===== config.mk =====
export PLATFORM = sky130hd
export DESIGN_NAME = priority_dispatch_flat
export DESIGN_NICKNAME = d
export VERILOG_FILES = /design/src/rtl/priority_dispatch_if.sv /design/src/rtl/priority_dispatch.sv /design/src/flat_wrapper.sv
export SDC_FILE = /design/constraint.sdc
export NUM_CORES = 1
export LEC_CHECK = 0
export ABC_AREA = 1
export BUFFER_PORTS_ARGS = -buffer_cell sky130_fd_sc_hd__buf_2
export CORE_UTILIZATION = 30
export DETAILED_ROUTE_END_ITERATION = 7
export PLACE_DENSITY = 0.49
export SLEW_MARGIN = 20
export SYNTH_ARGS = -nofsm -noshare
export SYNTH_HDL_FRONTEND = slang
export SYNTH_SLANG_ARGS = --single-unit

===== constraint.sdc =====
create_clock -name clk -period 1.6 [get_ports clk]
set_input_delay 0.16 -clock clk [delete_from_list [all_inputs] [get_ports clk]]
set_output_delay 0.16 -clock clk [all_outputs]
set_load 0.01 [all_outputs]

===== src/rtl/priority_dispatch_if.sv =====
// Handshake/bus bundle between the priority encoder side and priority_dispatch.
// The dispatcher takes the slave view; the driving side takes the master view.
interface priority_dispatch_if #(
    parameter int CNT_W = 16
);
    logic             en;
    logic [7:0]       code_in;
    logic             out_ready;
    logic             err_clr;
    logic             out_valid;
    logic [3:0]       out_idx;
    logic [15:0]      clr_onehot;
    logic [CNT_W-1:0] grant_cnt;
    logic             err_illegal;
    logic             timeout_flag;

    modport master (
        output en, code_in, out_ready, err_clr,
        input  out_valid, out_idx, clr_onehot, grant_cnt, err_illegal, timeout_flag
    );

    modport slave (
        input  en, code_in, out_ready, err_clr,
        output out_valid, out_idx, clr_onehot, grant_cnt, err_illegal, timeout_flag
    );
endinterface


===== src/rtl/priority_dispatch.sv =====
// Latches a priority-encoder index, offers it on valid/ready and pulses a one-hot clear per grant.
// Optional OFFER abandon timer is built when PRIO_DISPATCH_TIMEOUT_EN is defined.
module priority_dispatch #(
    parameter int HOLDOFF_CYCLES = 2,
    parameter int CNT_W          = 16,
    parameter int TIMEOUT_CYCLES = 255
) (
    input  logic               clk,
    input  logic               rst,
    priority_dispatch_if.slave bus
);
    typedef enum logic [1:0] {
        S_IDLE    = 2'd0,
        S_OFFER   = 2'd1,
        S_HOLDOFF = 2'd2
    } state_t;

    localparam int            HW        = (HOLDOFF_CYCLES > 0) ? $clog2(HOLDOFF_CYCLES + 1) : 1;
    localparam logic [HW-1:0] HOLD_LOAD = HW'(HOLDOFF_CYCLES);

    state_t           r_state;
    state_t           w_state_nxt;
    logic [HW-1:0]    r_hold_cnt;
    logic [HW-1:0]    w_hold_nxt;
    logic             r_valid;
    logic [3:0]       r_idx;
    logic [15:0]      r_clr;
    logic [CNT_W-1:0] r_cnt;
    logic             r_err;
    logic             w_accept;
    logic             w_illegal;
    logic             w_hs;
    logic             w_tout;

`ifdef PRIO_DISPATCH_TIMEOUT_EN
    localparam int            TW   = (TIMEOUT_CYCLES > 0) ? $clog2(TIMEOUT_CYCLES + 1) : 1;
    // Abandon on the edge that closes the TIMEOUT_CYCLES-th unanswered OFFER cycle.
    localparam logic [TW-1:0] TLIM = (TIMEOUT_CYCLES > 0) ? TW'(TIMEOUT_CYCLES - 1) : '0;

    logic [TW-1:0] r_wait;
    logic          r_tout;

    assign w_tout = (r_state == S_OFFER) && !w_hs && (r_wait >= TLIM);

    always_ff @(posedge clk or posedge rst) begin
        if (rst) begin
            r_wait <= '0;
            r_tout <= 1'b0;
        end else begin
            if (r_state == S_OFFER && !w_hs && !w_tout)
                r_wait <= r_wait + TW'(1);
            else
                r_wait <= '0;
            if (bus.err_clr)
                r_tout <= 1'b0;
            else if (w_tout)
                r_tout <= 1'b1;
        end
    end

    assign bus.timeout_flag = r_tout;
`else
    assign w_tout           = 1'b0;
    assign bus.timeout_flag = 1'b0;
`endif

    assign w_accept  = (r_state == S_IDLE) && bus.en && (bus.code_in[7:4] == 4'h0);
    assign w_illegal = (r_state == S_IDLE) && bus.en && (bus.code_in[7:4] != 4'h0)
                       && (bus.code_in != 8'hF0);
    assign w_hs      = (r_state == S_OFFER) && r_valid && bus.out_ready;

    always_comb begin
        w_state_nxt = r_state;
        w_hold_nxt  = r_hold_cnt;
        case (r_state)
            S_IDLE: begin
                if (w_accept)
                    w_state_nxt = S_OFFER;
            end
            S_OFFER: begin
                if (w_hs) begin
                    if (HOLDOFF_CYCLES > 0) begin
                        w_state_nxt = S_HOLDOFF;
                        w_hold_nxt  = HOLD_LOAD;
                    end else begin
                        w_state_nxt = S_IDLE;
                    end
                end else if (w_tout) begin
                    w_state_nxt = S_HOLDOFF;
                    w_hold_nxt  = HOLD_LOAD;
                end
            end
            S_HOLDOFF: begin
                // Leave when the count would reach zero, so HOLDOFF lasts exactly HOLDOFF_CYCLES.
                if (r_hold_cnt <= HW'(1)) begin
                    w_state_nxt = S_IDLE;
                    w_hold_nxt  = '0;
                end else begin
                    w_hold_nxt  = r_hold_cnt - HW'(1);
                end
            end
            default: begin
                w_state_nxt = S_IDLE;
                w_hold_nxt  = '0;
            end
        endcase
    end

    always_ff @(posedge clk or posedge rst) begin
        if (rst) begin
            r_state    <= S_IDLE;
            r_hold_cnt <= '0;
            r_valid    <= 1'b0;
            r_idx      <= 4'h0;
            r_clr      <= 16'h0;
            r_cnt      <= '0;
            r_err      <= 1'b0;
        end else begin
            r_state    <= w_state_nxt;
            r_hold_cnt <= w_hold_nxt;
            if (w_accept) begin
                r_valid <= 1'b1;
                r_idx   <= bus.code_in[3:0];
            end else if (w_hs || w_tout) begin
                r_valid <= 1'b0;
            end
            r_clr <= w_hs ? (16'h1 << r_idx) : 16'h0;
            if (w_hs && (r_cnt != {CNT_W{1'b1}}))
                r_cnt <= r_cnt + CNT_W'(1);
            if (bus.err_clr)
                r_err <= 1'b0;
            else if (w_illegal)
                r_err <= 1'b1;
        end
    end

    assign bus.out_valid   = r_valid;
    assign bus.out_idx     = r_idx;
    assign bus.clr_onehot  = r_clr;
    assign bus.grant_cnt   = r_cnt;
    assign bus.err_illegal = r_err;
endmodule

===== src/flat_wrapper.sv =====
// flat-port wrapper written by rule: the top's interface ports become plain ports
module priority_dispatch_flat 
#(
    parameter int HOLDOFF_CYCLES = 2,
    parameter int CNT_W          = 16,
    parameter int TIMEOUT_CYCLES = 255
)
  (clk, rst, bus_en, bus_code_in, bus_out_ready, bus_err_clr, bus_out_valid, bus_out_idx, bus_clr_onehot, bus_grant_cnt, bus_err_illegal, bus_timeout_flag);
  priority_dispatch_if #(.CNT_W(CNT_W)) bus_i ();
  input  logic clk;
  input  logic rst;
  input wire logic [$bits(bus_i.en)-1:0] bus_en;
  input wire logic [$bits(bus_i.code_in)-1:0] bus_code_in;
  input wire logic [$bits(bus_i.out_ready)-1:0] bus_out_ready;
  input wire logic [$bits(bus_i.err_clr)-1:0] bus_err_clr;
  output wire logic [$bits(bus_i.out_valid)-1:0] bus_out_valid;
  output wire logic [$bits(bus_i.out_idx)-1:0] bus_out_idx;
  output wire logic [$bits(bus_i.clr_onehot)-1:0] bus_clr_onehot;
  output wire logic [$bits(bus_i.grant_cnt)-1:0] bus_grant_cnt;
  output wire logic [$bits(bus_i.err_illegal)-1:0] bus_err_illegal;
  output wire logic [$bits(bus_i.timeout_flag)-1:0] bus_timeout_flag;
  assign bus_i.en = bus_en;
  assign bus_i.code_in = bus_code_in;
  assign bus_i.out_ready = bus_out_ready;
  assign bus_i.err_clr = bus_err_clr;
  assign bus_out_valid = bus_i.out_valid;
  assign bus_out_idx = bus_i.out_idx;
  assign bus_clr_onehot = bus_i.clr_onehot;
  assign bus_grant_cnt = bus_i.grant_cnt;
  assign bus_err_illegal = bus_i.err_illegal;
  assign bus_timeout_flag = bus_i.timeout_flag;
  priority_dispatch #(.HOLDOFF_CYCLES(HOLDOFF_CYCLES), .CNT_W(CNT_W), .TIMEOUT_CYCLES(TIMEOUT_CYCLES)) u_core (.clk(clk), .rst(rst), .bus(bus_i));
endmodule

* Yosys cells after proc, flatten, opt, wreduce, memory -nomap -nowiden
Index checks and enable logic that the tools add are counted.
Widths: inputs -> output; s select.
** Word-level totals
- Flip-flop bits (word level) :: 42
- Bits in latches :: 0
- RAM bits :: 0
- Memory bits (read-only) :: 0
- Bits of input ports :: 13
- Output and inout bits :: 39
- Memories kept :: 0
** Operators by class
- $add $sub $neg :: 2
- $mul :: 0
- Divide/modulo/power cells :: 0
- Magnitude comparators :: 1
- Equal/unequal tests :: 7
- Shift-type cells :: 1
- Mux-type cells :: 11
- Bitwise operators :: 1
- Reduce and logical (&&, ||, !) cells :: 14
** Operators by type and width (count)
- $add 16x1->16 const B :: 1
- $mux 16 :: 1
- $ne 16x16->1 const B :: 1
- $shl 1x4->16 const A :: 1
- $pmux 2 s3 :: 2
- $mux 2 :: 4
- $ne 8x8->1 const B :: 1
- $logic_and 1x1->1 :: 7
- $ne 2x1->1 const B :: 3
- $logic_not 4->1 :: 1
- $mux 1 :: 4
- $reduce_bool 2->1 :: 2
- $reduce_bool 4->1 :: 1
- $reduce_and 3->1 :: 1
- $eq 2x1->1 const B :: 1
- $eq 2x2->1 const B :: 1
- $le 2x1->1 const B :: 1
- $logic_not 2->1 :: 1
- $reduce_and 2->1 :: 1
- $sub 2x1->2 const B :: 1
- $not 1->1 :: 1

* Logic depth before layout (Yosys ltp)
- Word-level depth :: 6
- Mapped depth :: 9

* Worst setup path after synthesis
Ideal clock, no wire load.
- Path kind :: register to register
- Start point :: reg u_core.r_state[1]
- End point :: reg u_core.r_cnt[13] (netlist: u_core.bus.grant_cnt[13])
- Data arrival time :: 1.349 ns
- Required time :: 1.483 ns
- Setup slack :: 0.134 ns
- Stages on the path, launching flop included :: 10
- Buffers on the path :: 0
- Clock period less this slack :: 1.466 ns
- Path through :: dfrtp_1 -> inv_1 -> ha_1 -> nand2_1 -> nor2_4 -> nand3_1 -> nor2_1 -> nand2_1 -> nand2_1 -> nand2_1
** On the way
- Word-level cells in the longest chain between the ends :: 4
** Ends and longest elaborated chain
- start: declaration :: line priority_dispatch.sv:21 : state_t r_state;
- start signal: assignment :: line priority_dispatch.sv:119 : r_state <= w_state_nxt;
- $eq 2x1->1 :: line priority_dispatch.sv:70 : assign w_hs = (r_state == S_OFFER) && r_valid && bus.out_ready;
- $logic_and 1x1->1 (2 in a row) :: line priority_dispatch.sv:70
- $logic_and 1x1->1 :: line priority_dispatch.sv:128 : if (w_hs && (r_cnt != {CNT_W{1'b1}}))
- end signal: assignment :: line priority_dispatch.sv:129 : r_cnt <= r_cnt + CNT_W'(1);
- end: declaration :: line priority_dispatch.sv:28 : logic [CNT_W-1:0] r_cnt;
Every way passes these cells.
A chain may end at the register's enable or synchronous reset.

* Worst setup path in the final report
- Start point :: reg u_core.r_state[1]
- End point :: reg u_core.r_hold_cnt[1]
** On the way
- Word-level cells in the longest chain between the ends :: 5
** Ends and longest elaborated chain
- $eq 2x1->1 :: line priority_dispatch.sv:70, priority_dispatch.sv:75
- $logic_and 1x1->1 (2 in a row) :: line priority_dispatch.sv:70
- $ne 2x1->1 (no line)
- $reduce_and 2->1 (no line)
- end signal: assignment :: line priority_dispatch.sv:120 : r_hold_cnt <= w_hold_nxt;
- end: declaration :: line priority_dispatch.sv:23 : logic [HW-1:0] r_hold_cnt;
Several ways; a longest one is shown, not always the timed one.

==> summary.txt <==
Run status
  – Status: finished clean

Global route
  – Pin count of the biggest net entering global routing: 43
  – Vias in the first global route: 1832
  – First-pass GRT wire length: 8.34 mm
  – Grt total ovfl: 0
  – Total GRT Usage: 0.147
  – Antenna violations before repair: 0

Die
  – Num rows: 30
  – Die X-Extent: 85.5 um
  – Initial Util: 0.309
  – IO Pins: 52
  – Die height: 85.5 um
  – Die footprint: 0.00730 mm2
  – Core ar.: 0.00676 mm2

Yosys
  – Share of the synthesized area in the top cell type: 0.503
  – Syn Nets: 280
  – Post-synthesis mux area share: 0
  – FF+latch count, synth: 42
  – Number of cells produced by synthesis: 262
  – Yosys top cell by area: dfrtp_1
  – Synth cell types: 21
  – Ys Warns: 0
  – Compound-cell area share of the yosys netlist: 0.0299
  – Syn_area_per_cell: 7.98 um2
  – Area contributors post-synth: dfrtp_1 50%, nand2_1 17%, nor2_1 6.6%
  – Post-synthesis adder-cell area fraction: 0.0299
  – Synth Area in Simple Gates: 0.354
  – Largest family of logic cells by synthesized area: simple AND/OR/NAND/NOR gates
  – XOR/XNOR share of the synthesized area: 0.0210
  – Mapped Area: 0.00209 mm2
  – Post-synthesis sequential area ratio: 0.503

CTS
  – Clock-pin slew on the worst setup and hold paths: 0.10 ns
  – Clock Sink Count: 42
  – Root buf cell: clkbuf_8
  – TritonCTS clock tree: built
  – Longest Clk Path Bufs: 2
  – Clock Latency Late Sink: 0.31 ns
  – TritonCTS buffer count: 5
  – H-tree Lvls: 2

STA
  – Final hold viol count: 0
  – Max Clk Rate: 0.643 GHz
  – Final Max Tran Viols: 0
  – Hold_ws: 0.0814 ns
  – RSZ-0062 raised after global routing: yes
  – Headroom to the max-slew limit: 0.623
  – Minimum clock period: 1.56 ns
  – Fin crit share: 0.973
  – Finish-stage setup viols: 0
  – Skew final: 0.00532 ns
  – Worst-Margin Slew: 0.566 ns

Hold path
  – Worst Hold Class: in -> reg

Detailed routing
  – Pre-antenna DRT Iters: 4
  – Total Routed Length: 5.14 mm
  – WL/cell: 12.1 um
  – DRC: 0
  – Initial DRC Count: 77
  – Routed vias/inst: 4.56
  – Post-route antenna net violation count: 0
  – Routed via count: 1937

Finish
  – Area grow syn2layout: 31.7%
  – Layout net count: 362
  – Filler-free cell count of the finished design: 425
  – Layout cells sized above 1: 0.293
  – Non-Filler Cell Area, Final: 0.00275 mm2
  – Antenna cells: 0

Place
  – # port buffers: 50
  – Routability cong.: 0.808
  – Area after DPL: 0.00258 mm2
  – HPWL Detailed: 3.66 mm
  – Post-Place Cells: 412

Power and ir drop
  – Pwr/cell area: 1150 mW/mm2
  – Lkg Pwr: 1.47 nW
  – VDD IR max: 0.640 mV

Worst setup path
  – Cell Chain, Critical Path: inv_1, ha_4, nand3_1, buf_4, a21oi_1, o211ai_1, o21ai_0
  – Largest stage delay, worst path: 0.40 ns
  – CP Launch Type: flop
  – Crit. End Element: flop
  – Critical Path AT: 1.78 ns
  – Worst Path Max Fanout: 4
  – Kind of critical path: reg -> reg
  – CP Data Required Time: 1.83 ns
  – Slowest stage cell on the critical path: dfrtp_1

Job
  – Max-cap violations: 0
synth_stat cells:
cell,number
nand2_1,92
dfrtp_1,42
nor2_1,37
nand3_1,23
inv_1,22
o21ai_0,8
nand4_1,6
ha_1,5
xor2_1,4
a21oi_1,3
nand3b_1,3
nor2_4,3
buf_4,2
buf_6,2
nand2_2,2
nand2_4,2
nor2_2,2
clkinv_2,1
conb_1,1
o211ai_1,1
xnor2_1,1
final timing paths:
check	from	end	slack, ns	depth (start not counted)
max	u_core.r_state[1]	u_core.r_hold_cnt[1]	0.04	7
min	bus_code_in[3]	u_core.bus.out_idx[3]	0.08	3
max reg2reg	u_core.r_state[1]	u_core.r_hold_cnt[1]	0.04	7
min reg2reg	u_core.bus.err_illegal	u_core.bus.err_illegal	0.51	2
max in group asynchronous	rst	u_core.r_state[0]	0.69	4
min in group asynchronous	rst	u_core.bus.grant_cnt[14]	0.51	4
cells in the final DEF (no fill, tap or decap), types with 2 or more instances in the layout:
master         count
a21oi_1            3
buf_2             50
buf_4             27
clkbuf_8           5
dfrtp_1           42
dlygate4sd3_1      2
ha_1               4
inv_1             21
inv_6              3
nand2_1           91
nand2_2            3
nand2_4            2
nand3_1           22
nand3b_1           3
nand4_1            6
nor2_1            34
nor2_2             4
nor2_4             4
o21ai_0            8
xor2_1             4
sequential cells by signal, summed over array words and instances (netlist names):
name,count
u_core.bus.clr_onehot,16
u_core.bus.grant_cnt,16
u_core.bus.out_idx,4
u_core.r_hold_cnt,2
u_core.r_state,2
u_core.bus.err_illegal,1
u_core.bus.out_valid,1
report_power, final:
| group | internal (W) | switching, W |
|---|---|---|
| clock network | 0.000325 | 0.000454 |
| registers | 0.00121 | 0.000150 |
| logic | 0.000409 | 0.000621 |
| total | 0.00195 | 0.00122 |
logic make-up after synthesis:
| logic type | after synthesis |
|---|---|
| AND/OR/NAND/NOR | 170 |
| flip-flops | 42 |
| buffers and inverters | 27 |
| AO/OA/AOI/OAI | 12 |
| XOR/XNOR | 5 |
| adder cells (fa/ha/maj) | 5 |
| other | 1 |
stage by stage:
stage / utilization / power (W) / worst slack (ns) / TNS, ns
after global placement: 0.382 / 0.00235 / -0.0683 / -0.636
after detailed placement: 0.382 / 0.00235 / -0.104 / -0.950
after global routing: 0.407 / 0.00339 / -0.0420 / -0.0916
after CTS: 0.402 / 0.00317 / 0.0281 / 0
final: 0.407 / 0.00317 / 0.0438 / 0
after floorplan: - / 0.00197 / 0.134 / 0
worst max-delay path: cells and delay by family, from the launching register on:
family,cells,cell delay [ns]
simple gates,1,0.13
buf+inv,2,0.31
compound gates,3,0.48
fa+ha+maj,1,0.16
flops,1,0.40
metal layers:
layer  up-vias  track usage  part of all wire
met3         4       0.0350             0.039
met2        45        0.251              0.47
met1       906        0.185              0.49
met4         0       0.0409            0.0055
li1        982            -                 -
met5         -            0                 0
final cells by class:
cell class,instances,area (um2)
fillers,695,4000
inverters,23,87.6
repair buffers,79,473
clock inverters,3,26.3
well taps,80,100
flip-flops and latches,42,1050
multi-input cells,193,946
clock buffers,5,68.8
what timing repair did:
item / 4_1_cts / 5_1_grt
buffers inserted: 2 / 1
hold endpoints to repair: 42 / 0
resized for setup: 1 / 7
pin swaps: 1 / 1
hold buffers: 2 / 0
setup endpoints to repair: 12 / 32
(Power assumes the default switching activity.)
